**src/rtl/traffic_light_sequencer_pkg.sv**
```systemverilog
// ----------------------------------------------------------------------------
// traffic_pkg
// Shared definitions for the main-road/side-road traffic light sequencer:
//   - state_e      : sequencer phase encoding (3 bits, code 3'd7 unused)
//   - ADDR_*       : interval store select codes driven on interval_address
//   - LIGHT_*      : one-hot {red,yellow,green} lamp encodings
//   - phase_out_t  : bundle of everything registered on phase entry
//   - phase_outputs: maps a phase to its interval address and lamp pattern
// ----------------------------------------------------------------------------
package traffic_pkg;

    typedef enum logic [2:0] {
        ST_MAIN_G  = 3'd0,
        ST_MAIN_G2 = 3'd1,
        ST_MAIN_Y  = 3'd2,
        ST_WALK    = 3'd3,
        ST_SIDE_G  = 3'd4,
        ST_SIDE_G2 = 3'd5,
        ST_SIDE_Y  = 3'd6
    } state_e;

    localparam logic [1:0] ADDR_BASE = 2'b00;
    localparam logic [1:0] ADDR_EXT  = 2'b01;
    localparam logic [1:0] ADDR_YEL  = 2'b10;

    localparam logic [2:0] LIGHT_R = 3'b100;
    localparam logic [2:0] LIGHT_Y = 3'b010;
    localparam logic [2:0] LIGHT_G = 3'b001;

    typedef struct packed {
        logic [1:0] addr;
        logic [2:0] main_light;
        logic [2:0] side_light;
        logic       walk_lamp;
    } phase_out_t;

    // Every phase keeps at least one road red, so the lamp pattern of any
    // legal state satisfies the "never both roads non-red" invariant.
    // Unknown encodings fall back to the MAIN_G pattern, matching the
    // recovery target of the sequencer.
    function automatic phase_out_t phase_outputs(input state_e st,
                                                 input logic   sensor_pending);
        phase_out_t po;
        po.addr       = ADDR_BASE;
        po.main_light = LIGHT_G;
        po.side_light = LIGHT_R;
        po.walk_lamp  = 1'b0;
        case (st)
            ST_MAIN_G: begin
                po.addr = ADDR_BASE;
            end
            ST_MAIN_G2: begin
                // A waiting side-road vehicle stretches the main green with
                // the extension interval instead of a second base interval.
                po.addr = sensor_pending ? ADDR_EXT : ADDR_BASE;
            end
            ST_MAIN_Y: begin
                po.addr       = ADDR_YEL;
                po.main_light = LIGHT_Y;
            end
            ST_WALK: begin
                po.addr       = ADDR_EXT;
                po.main_light = LIGHT_R;
                po.walk_lamp  = 1'b1;
            end
            ST_SIDE_G: begin
                po.addr       = ADDR_BASE;
                po.main_light = LIGHT_R;
                po.side_light = LIGHT_G;
            end
            ST_SIDE_G2: begin
                po.addr       = ADDR_EXT;
                po.main_light = LIGHT_R;
                po.side_light = LIGHT_G;
            end
            ST_SIDE_Y: begin
                po.addr       = ADDR_YEL;
                po.main_light = LIGHT_R;
                po.side_light = LIGHT_Y;
            end
            default: begin
                po.addr = ADDR_BASE;
            end
        endcase
        return po;
    endfunction

endpackage

```
**src/rtl/traffic_light_sequencer_tick_divider.sv**
```systemverilog
// ----------------------------------------------------------------------------
// tick_divider
// Free-running one-second tick generator that can be re-phased.
//   clk       : system clock
//   sys_reset : synchronous, active-high reset
//   clear     : restart the count; no tick is produced in a clear cycle
//   tick      : one-cycle pulse on every TICK_DIV-th cycle after clear
// After a clear cycle the counter sits at 0, so the first tick appears in
// the TICK_DIV-th following cycle.
// ----------------------------------------------------------------------------
module tick_divider #(
    parameter int TICK_DIV = 50_000_000
) (
    input  logic clk,
    input  logic sys_reset,
    input  logic clear,
    output logic tick
);

    localparam int CNT_W = (TICK_DIV > 1) ? $clog2(TICK_DIV) : 1;
    localparam logic [CNT_W-1:0] CNT_LAST = CNT_W'(TICK_DIV - 1);

    logic [CNT_W-1:0] count_reg;
    logic [CNT_W-1:0] count_next;
    logic             at_last;

    assign at_last = (count_reg == CNT_LAST);
    assign tick    = at_last & ~clear;

    always_comb begin
        count_next = count_reg + CNT_W'(1);
        if (clear || at_last) begin
            count_next = '0;
        end
    end

    always_ff @(posedge clk) begin
        if (sys_reset) begin
            count_reg <= '0;
        end else begin
            count_reg <= count_next;
        end
    end

endmodule

```
**src/rtl/traffic_light_sequencer.sv**
```systemverilog
// ----------------------------------------------------------------------------
// traffic_light_sequencer
// Main-road/side-road traffic light controller. Each phase reads its length
// (in seconds) from an external interval store through interval_address,
// counts it down with a one-second tick and then advances.
//   clk              : system clock
//   sys_reset        : synchronous, active-high reset (highest priority)
//   sensor           : side-road vehicle present, latched until serviced
//   walk_request     : pedestrian button, latched until serviced
//   prg_sync_in      : interval store was reprogrammed; restart at MAIN_G
//   interval_value   : store output for the current interval_address
//   interval_address : 00 BASE, 01 EXT, 10 YEL
//   main_light       : one-hot {red,yellow,green} for the main road
//   side_light       : one-hot {red,yellow,green} for the side road
//   walk_lamp        : pedestrian walk indicator
// A phase lasts 1 + max(v,1)*TICK_DIV cycles: one entry cycle in which the
// interval value is captured, then max(v,1) ticks.
// ----------------------------------------------------------------------------
module traffic_light_sequencer
    import traffic_pkg::*;
#(
    parameter int VAL_W    = 4,
    parameter int TICK_DIV = 50_000_000
) (
    input  logic             clk,
    input  logic             sys_reset,
    input  logic             sensor,
    input  logic             walk_request,
    input  logic             prg_sync_in,
    input  logic [VAL_W-1:0] interval_value,
    output logic [1:0]       interval_address,
    output logic [2:0]       main_light,
    output logic [2:0]       side_light,
    output logic             walk_lamp
);

    state_e           state_reg;
    state_e           state_next;
    logic             entry_reg;      // current cycle is a phase entry cycle
    logic             entry_next;
    logic [VAL_W-1:0] remaining_reg;  // whole seconds left in this phase
    logic [VAL_W-1:0] remaining_next;
    logic             sensor_lat_reg;
    logic             sensor_lat_next;
    logic             walk_lat_reg;
    logic             walk_lat_next;
    phase_out_t       out_reg;
    phase_out_t       out_next;

    logic             tick;
    logic             tick_clear;
    logic             expire;
    logic             sensor_clr;
    logic             walk_clr;

    // The divider is re-phased on every entry cycle and also in the cycle a
    // reprogram arrives, so a restart never inherits a partial second.
    assign tick_clear = entry_reg | prg_sync_in;

    tick_divider #(
        .TICK_DIV (TICK_DIV)
    ) u_tick_divider (
        .clk       (clk),
        .sys_reset (sys_reset),
        .clear     (tick_clear),
        .tick      (tick)
    );

    // The tick that would take remaining from 1 to 0 ends the phase instead.
    // Treating 0 as expired too keeps a corrupted count from stalling.
    assign expire = tick & ~entry_reg & (remaining_reg <= VAL_W'(1));

    // ------------------------------------------------------------------
    // Next-state and phase sequencing
    // ------------------------------------------------------------------
    always_comb begin
        state_next = state_reg;
        entry_next = 1'b0;
        sensor_clr = 1'b0;
        walk_clr   = 1'b0;

        if (prg_sync_in) begin
            state_next = ST_MAIN_G;
            entry_next = 1'b1;
        end else begin
            case (state_reg)
                ST_MAIN_G: begin
                    if (expire) state_next = ST_MAIN_G2;
                end
                ST_MAIN_G2: begin
                    if (expire) state_next = ST_MAIN_Y;
                end
                ST_MAIN_Y: begin
                    if (expire) state_next = walk_lat_reg ? ST_WALK : ST_SIDE_G;
                end
                ST_WALK: begin
                    if (expire) begin
                        state_next = ST_SIDE_G;
                        walk_clr   = 1'b1;
                    end
                end
                ST_SIDE_G: begin
                    if (expire) state_next = sensor_lat_reg ? ST_SIDE_G2 : ST_SIDE_Y;
                end
                ST_SIDE_G2: begin
                    if (expire) begin
                        state_next = ST_SIDE_Y;
                        sensor_clr = 1'b1;
                    end
                end
                ST_SIDE_Y: begin
                    if (expire) state_next = ST_MAIN_G;
                end
                default: begin
                    // Unused encoding: restart the cycle cleanly.
                    state_next = ST_MAIN_G;
                    entry_next = 1'b1;
                end
            endcase
            if (expire) begin
                entry_next = 1'b1;
            end
        end
    end

    // ------------------------------------------------------------------
    // Countdown, request latches and registered outputs
    // ------------------------------------------------------------------
    always_comb begin
        remaining_next = remaining_reg;
        if (entry_reg) begin
            // A zero-length interval is stretched to one second.
            remaining_next = (interval_value == '0) ? VAL_W'(1) : interval_value;
        end else if (tick && (remaining_reg != '0)) begin
            remaining_next = remaining_reg - VAL_W'(1);
        end
    end

    // A new request in the same cycle as the service point wins, so a
    // request arriving exactly at the exit edge is not lost.
    assign sensor_lat_next = sensor       | (sensor_lat_reg & ~sensor_clr);
    assign walk_lat_next   = walk_request | (walk_lat_reg   & ~walk_clr);

    // Address and lamps change only when a phase is entered, so a request
    // latched mid-phase cannot retarget the address of a running phase.
    always_comb begin
        out_next = out_reg;
        if (entry_next) begin
            out_next = phase_outputs(state_next, sensor_lat_reg);
        end
    end

    always_ff @(posedge clk) begin
        if (sys_reset) begin
            state_reg      <= ST_MAIN_G;
            entry_reg      <= 1'b1;
            remaining_reg  <= '0;
            sensor_lat_reg <= 1'b0;
            walk_lat_reg   <= 1'b0;
            out_reg        <= phase_outputs(ST_MAIN_G, 1'b0);
        end else begin
            state_reg      <= state_next;
            entry_reg      <= entry_next;
            remaining_reg  <= remaining_next;
            sensor_lat_reg <= sensor_lat_next;
            walk_lat_reg   <= walk_lat_next;
            out_reg        <= out_next;
        end
    end

    assign interval_address = out_reg.addr;
    assign main_light       = out_reg.main_light;
    assign side_light       = out_reg.side_light;
    assign walk_lamp        = out_reg.walk_lamp;

endmodule
```
**config.mk**
```make
export PLATFORM = sky130hd
export DESIGN_NAME = traffic_light_sequencer
export DESIGN_NICKNAME = d
export VERILOG_FILES = /design/src/rtl/traffic_light_sequencer_pkg.sv /design/src/rtl/traffic_light_sequencer_tick_divider.sv /design/src/rtl/traffic_light_sequencer.sv
export SDC_FILE = /design/constraint.sdc
export NUM_CORES = 1
export LEC_CHECK = 0
export CAP_MARGIN = 20
export CORE_UTILIZATION = 50
export CTS_CLUSTER_SIZE = 12
export DETAILED_ROUTE_END_ITERATION = 8
export GPL_ROUTABILITY_DRIVEN = 0
export PLACE_DENSITY = 0.7
export SETUP_SLACK_MARGIN = 0.2
export SLEW_MARGIN = 20
export SYNTH_ARGS = -nofsm -noshare
export SYNTH_HDL_FRONTEND = slang
export SYNTH_SLANG_ARGS = --single-unit
```
**constraint.sdc**
```tcl
create_clock -name clk -period 3.1 [get_ports clk]
set_clock_uncertainty 0.2 [all_clocks]
set_input_delay 0.62 -clock clk [delete_from_list [all_inputs] [get_ports clk]]
set_output_delay 0.62 -clock clk [all_outputs]
set_load 0.01 [all_outputs]
```
==> results of run 1 <==
layer usage:
metal	wire, um	share of wire
met5	0	0
met4	120	0.026
met2	2080	0.45
met1	2290	0.49
met3	153	0.033
report_power, final:
group / switching [mW] / total [mW] / internal (mW)
sequential: 0.00716 / 0.592 / 0.585
combinational: 0.0293 / 0.0557 / 0.0264
clock: 0.178 / 0.355 / 0.177
placed cells by master, fill, tap and decap left out, types with 8 or more instances in the layout:
cell,n
nand4_1,9
inv_1,9
a21oi_1,15
dfxtp_1,45
nor2_1,42
nand2_1,26
clkdlybuf4s50_1,17
xor2_1,16
xnor2_1,8
nand3_1,8
layout make-up:
type,instances,area share
clock buffers,7,0.0330
repair buffers,22,0.0793
multi-input cells,207,0.506
flip-flops and latches,45,0.344
well taps,52,0.0249
inverters,9,0.0129
cells in the mapped netlist, drive strengths merged (6+ instances only):
| cell | n |
|---|---|
| nand2 | 27 |
| xor2 | 16 |
| nand3 | 10 |
| nor2 | 42 |
| or3 | 6 |
| o21ai | 6 |
| xnor2 | 8 |
| clkbuf | 6 |
| inv | 9 |
| dfxtp | 45 |
| a21oi | 15 |
| nand4 | 11 |
kinds of logic after synthesis:
logic type	share of synthesized area
AO/OA/AOI/OAI	0.125
flip-flops	0.391
adder cells (fa/ha/maj)	0.0217
multiplexers	0.00868
AND/OR/NAND/NOR	0.328
buffers and inverters	0.0353
XOR/XNOR	0.0912
critical path, delay by kind of cell:
family / cells / cell delay (ns)
AO/OA/AOI/OAI: 3 / 0.76
AND/OR/NAND/NOR: 3 / 0.89
buffers and inverters: 1 / 0.45
per-stage QoR:
stage / std cells / power (mW)
after floorplan: 271 / 0.635
after global placement: 335 / 0.660
after detailed placement: 335 / 0.660
after CTS: 342 / 1.02
after global routing: 342 / 1.05
final: 342 / 1.00
how the worst min path moves through the flow:
stage / from / endpoint / slack [ns] / depth (start not counted)
floorplan: u_tick_divider.count_reg[0] / u_tick_divider.count_reg[0] / 0.23 / 1
CTS: interval_address[1] / interval_address[1] / 0.26 / 2
global placement: u_tick_divider.count_reg[0] / u_tick_divider.count_reg[0] / 0.24 / 1
finish: interval_address[1] / interval_address[1] / 0.26 / 2
detailed placement: interval_address[1] / interval_address[1] / 0.25 / 2
global route: side_light[0] / side_light[0] / 0.28 / 2
==> flow_summary.ini, run 1 <==
[outcome]
status = finished clean

[grt]
use_met3 = 0.0462
grt_pass1_vias = 1854
track_usage = 0.208
use_met1 = 0.274
grt_overflow = 0
antenna_found_initial = 0
grt_pass1_wl_um = 8250
grt_start_max_net_pins = 27
gr-max-usage-layer = met2
global_route.usage.met2 = 0.328

[timing]
maxSlewViolCount = 0
min_period_ns = 2.74
max_freq_mhz = 365
fin_crit_sh = 0.885
timing.final.ws_setup_ns = 0.357
tightestPinTransition_ns = 0.509
finalSetupViolations = 0
tns_ns = 0
grt_setup_unrepaired = no
relSlewSlack = 0.658
holdWs_ns = 0.258
hold_violations = 0

[layout]
fill_cells = 431
utilization = 0.597
largest_reg_flops = 26
area_growth_pct = 13.5
diodes = 0
drive_gt1_frac = 0.103
ff_latch_area_sq_um = 901
fin_nets = 303
final_cell_area_sq_um = 2620
multi_input_area_sq_um = 1320

[cts]
cts_setup_buffers = 0
cts_sinks = 45
cts_buffers = 5
cts_tree = yes
hold_buffers = 0
clkSlewWorstSetupHoldPaths_ns = 0.08
cts-resized-gates = 0
root_buffer = clkbuf_8
cts.path.max_buffers = 2
htreeDepth = 2
clock_latency_ns = 0.29

[worst_setup_path]
crit_path_end = main_light[0]
r2r_cells = 7
crit_slowest_cell = or4_4
crit_arrival_ns = 2.72
r2r_start = u_tick_divider.count_reg[0]
cp-end-kind = register
critPathLaunch = prg_sync_in
cpPeakStageDelay_ns = 0.52
crit_type = in2reg
start_kind = primary input
crit_chain = clkdlybuf4s50_1 -> or4_4 -> nor4_4 -> a31oi_2 -> a211oi_4 -> nand2_2 -> a221o_1
r2r_slack_ns = 0.58
critPathMaxFanout = 4
worstPathRequired_ns = 3.08
reg2reg_to = sensor_lat_reg

[yosys]
yosysUniqueCellTypes = 52
synth_seq_cells = 45
synth_area_leaders = dfxtp_1, nor2_1, xor2_1
ys_warn_count = 0
syn_area_per_cell_sq_um = 8.51
synth_top_area_cell = dfxtp_1
synth-main-ff-cell = dfxtp_1
synthCells = 271
synth.top_cell.area_share = 0.391
syn_area_sq_um = 2310
ys_seq_area_frac = 0.391
synth_edf_count = 0
async_flop_share = 0
syn_nets = 284

[routing]
drtAntennaViolNets = 0
drtPass1Iterations = 4
drcViolationCount = 0
vias_per_cell = 5.58
vias = 1910
wire_per_inst_um = 13.6
wl_um = 4650
dr.first_iter.drc_count = 97

[floorplanning]
top_level_ports = 18
coreArea_sq_um = 4380
dieWidth_um = 69.9
die_h_um = 69.9
start_util = 0.526
row_count = 24
die-area_sq_um = 4890

[placed_design]
hpwl_um = 3350
io_buffers = 17
dp_slack_ns = 0.0712
place_area_sq_um = 2530

[power]
ir_worst_vdd_mv = 0.247
power_density_nw_per_um2 = 383
leakagePower_nw = 0.872

[worst_hold_path]
hold_path.class = reg2reg

[job]
cap_violations = 0
Power figures use the tool's default switching activity.
==> inputs of run 2 (changes only) <==
Settings changed: PLACE_DENSITY 0.7 to default, PLACE_DENSITY_LB_ADDON from default to 0.08.
==> run 2 against run 1 <==
- flip-flop and latch count unchanged
- clock-buffer cell count decreased by 2
- total power shrank 2.9%
- first-iteration DRC count decreased by 8.2%
- clock power down 7.6%
- cell area shrank 0.19%
- utilization down 0.11 points
- sequential share of layout area rose by 0.066 points
- hold slack worse by 0.0044 ns
- combinational power shrank 2%
- die area unchanged
- global-route usage down 0.59 points
- critical endpoint is now main_light[2]
==> flow_summary.ini, run 2 (synthesis results as in run 1) <==
[outcome]
status = finished clean

[layout]
drive_gt1_frac = 0.107
area_growth_pct = 13.3
final_cell_area_sq_um = 2610
fill_cells = 406
layout_commonest_cell = dfxtp_1
layout_common_cells = dfxtp_1, nor2_1, nand2_1
diodes = 0
fin_nets = 304
multi_input_area_sq_um = 1320
ff_latch_area_sq_um = 901
largest_reg_flops = 26

[grt]
track_usage = 0.202
grt_overflow = 0
grt_pass1_vias = 1769
use_met1 = 0.264
grt_start_max_net_pins = 27
use_met3 = 0.0519
global_route.usage.met2 = 0.314
gr-max-usage-layer = met2
grt_pass1_wl_um = 7900
antenna_found_initial = 0

[power]
power_mw = 0.974
leakagePower_nw = 0.873
power_density_nw_per_um2 = 373
ir_worst_vdd_mv = 0.237

[routing]
vias = 1889
wire_per_inst_um = 12.9
drtPass1Iterations = 4
drcViolationCount = 0
dr.first_iter.drc_count = 89
vias_per_cell = 5.52
wl_um = 4410
drtAntennaViolNets = 0

[floorplanning]
die-area_sq_um = 4890
dieWidth_um = 69.9
top_level_ports = 18
start_util = 0.526
row_count = 24
die_h_um = 69.9
coreArea_sq_um = 4380

[worst_setup_path]
cpPeakStageDelay_ns = 0.53
crit_type = in2reg
crit_chain = clkdlybuf4s50_1 -> or4_4 -> or4_1 -> o211ai_2 -> nand3_2 -> a21oi_1 -> o31ai_1
start_kind = primary input
r2r_cells = 7
crit_arrival_ns = 2.68
crit_slowest_cell = or4_1
worstPathRequired_ns = 3.09
cp-end-kind = register
critPathMaxFanout = 4

[timing]
relSlewSlack = 0.664
holdWs_ns = 0.254
fin_crit_sh = 0.869
grt_setup_unrepaired = no
maxSlewViolCount = 0
max_freq_mhz = 371
hold_violations = 0
tns_ns = 0
finalSetupViolations = 0
min_period_ns = 2.69
tightestPinTransition_ns = 0.500

[placed_design]
io_buffers = 17
place_area_sq_um = 2540
hpwl_um = 3250

[cts]
htreeDepth = 2
clock_latency_ns = 0.30
cts_sinks = 45
cts_setup_buffers = 0
cts-resized-gates = 0
cts_tree = yes
clkSlewWorstSetupHoldPaths_ns = 0.08
cts.path.max_buffers = 2
root_buffer = clkbuf_8
hold_buffers = 0
cts_buffers = 5

[job]
cap_violations = 0

[worst_hold_path]
worstHoldPathCells = 2
hold_path.class = reg2reg
## run 2: changes by cell type in the layout (fill, tap and decap cells not counted)
cell      previous run  this run
buf_4                5         6
clkbuf_1             1         0
clkbuf_8             6         5
clkinv_2             0         1
## run 2: critical path, delay by kind of cell
kind / cells / cell delay [ns]
buf+inv: 1 / 0.43
simple gates: 3 / 1.21
compound gates: 3 / 0.43
## run 2: worst paths after layout
kind,from,to,slack [ns]
max,prg_sync_in,main_light[2],0.41
min,side_light[0],side_light[0],0.25
max reg2reg,u_tick_divider.count_reg[0],sensor_lat_reg,0.57
min reg2reg,side_light[0],side_light[0],0.25
## run 2: final cells by class
cell class              count  area share
multi-input cells         207       0.507
repair buffers             23      0.0824
clock buffers               5      0.0263
flip-flops and latches     45       0.345
well taps                  52      0.0249
inverters                   9      0.0129
clock inverters             1     0.00192
## run 2: layer usage
metal  wire length [um]  vias up
met5                  0        -
met4                109        0
met3                193       11
met2               1940       42
met1               2170      852
li1                   -      984
## run 2: stage by stage
step | setup WS [ns] | utilization | instances
floorplan | 0.641 | - | 271
global placement | 0.139 | 0.579 | 336
detailed placement | 0.100 | 0.579 | 336
CTS | 0.422 | 0.596 | 342
global route | 0.354 | 0.596 | 342
finish | 0.405 | 0.596 | 342
## run 2: power breakdown
part	switching [mW]	leakage [nW]	internal, mW
Combinational	0.0286	0.469	0.0262
Sequential	0.00677	0.365	0.585
Clock	0.180	0.0399	0.148
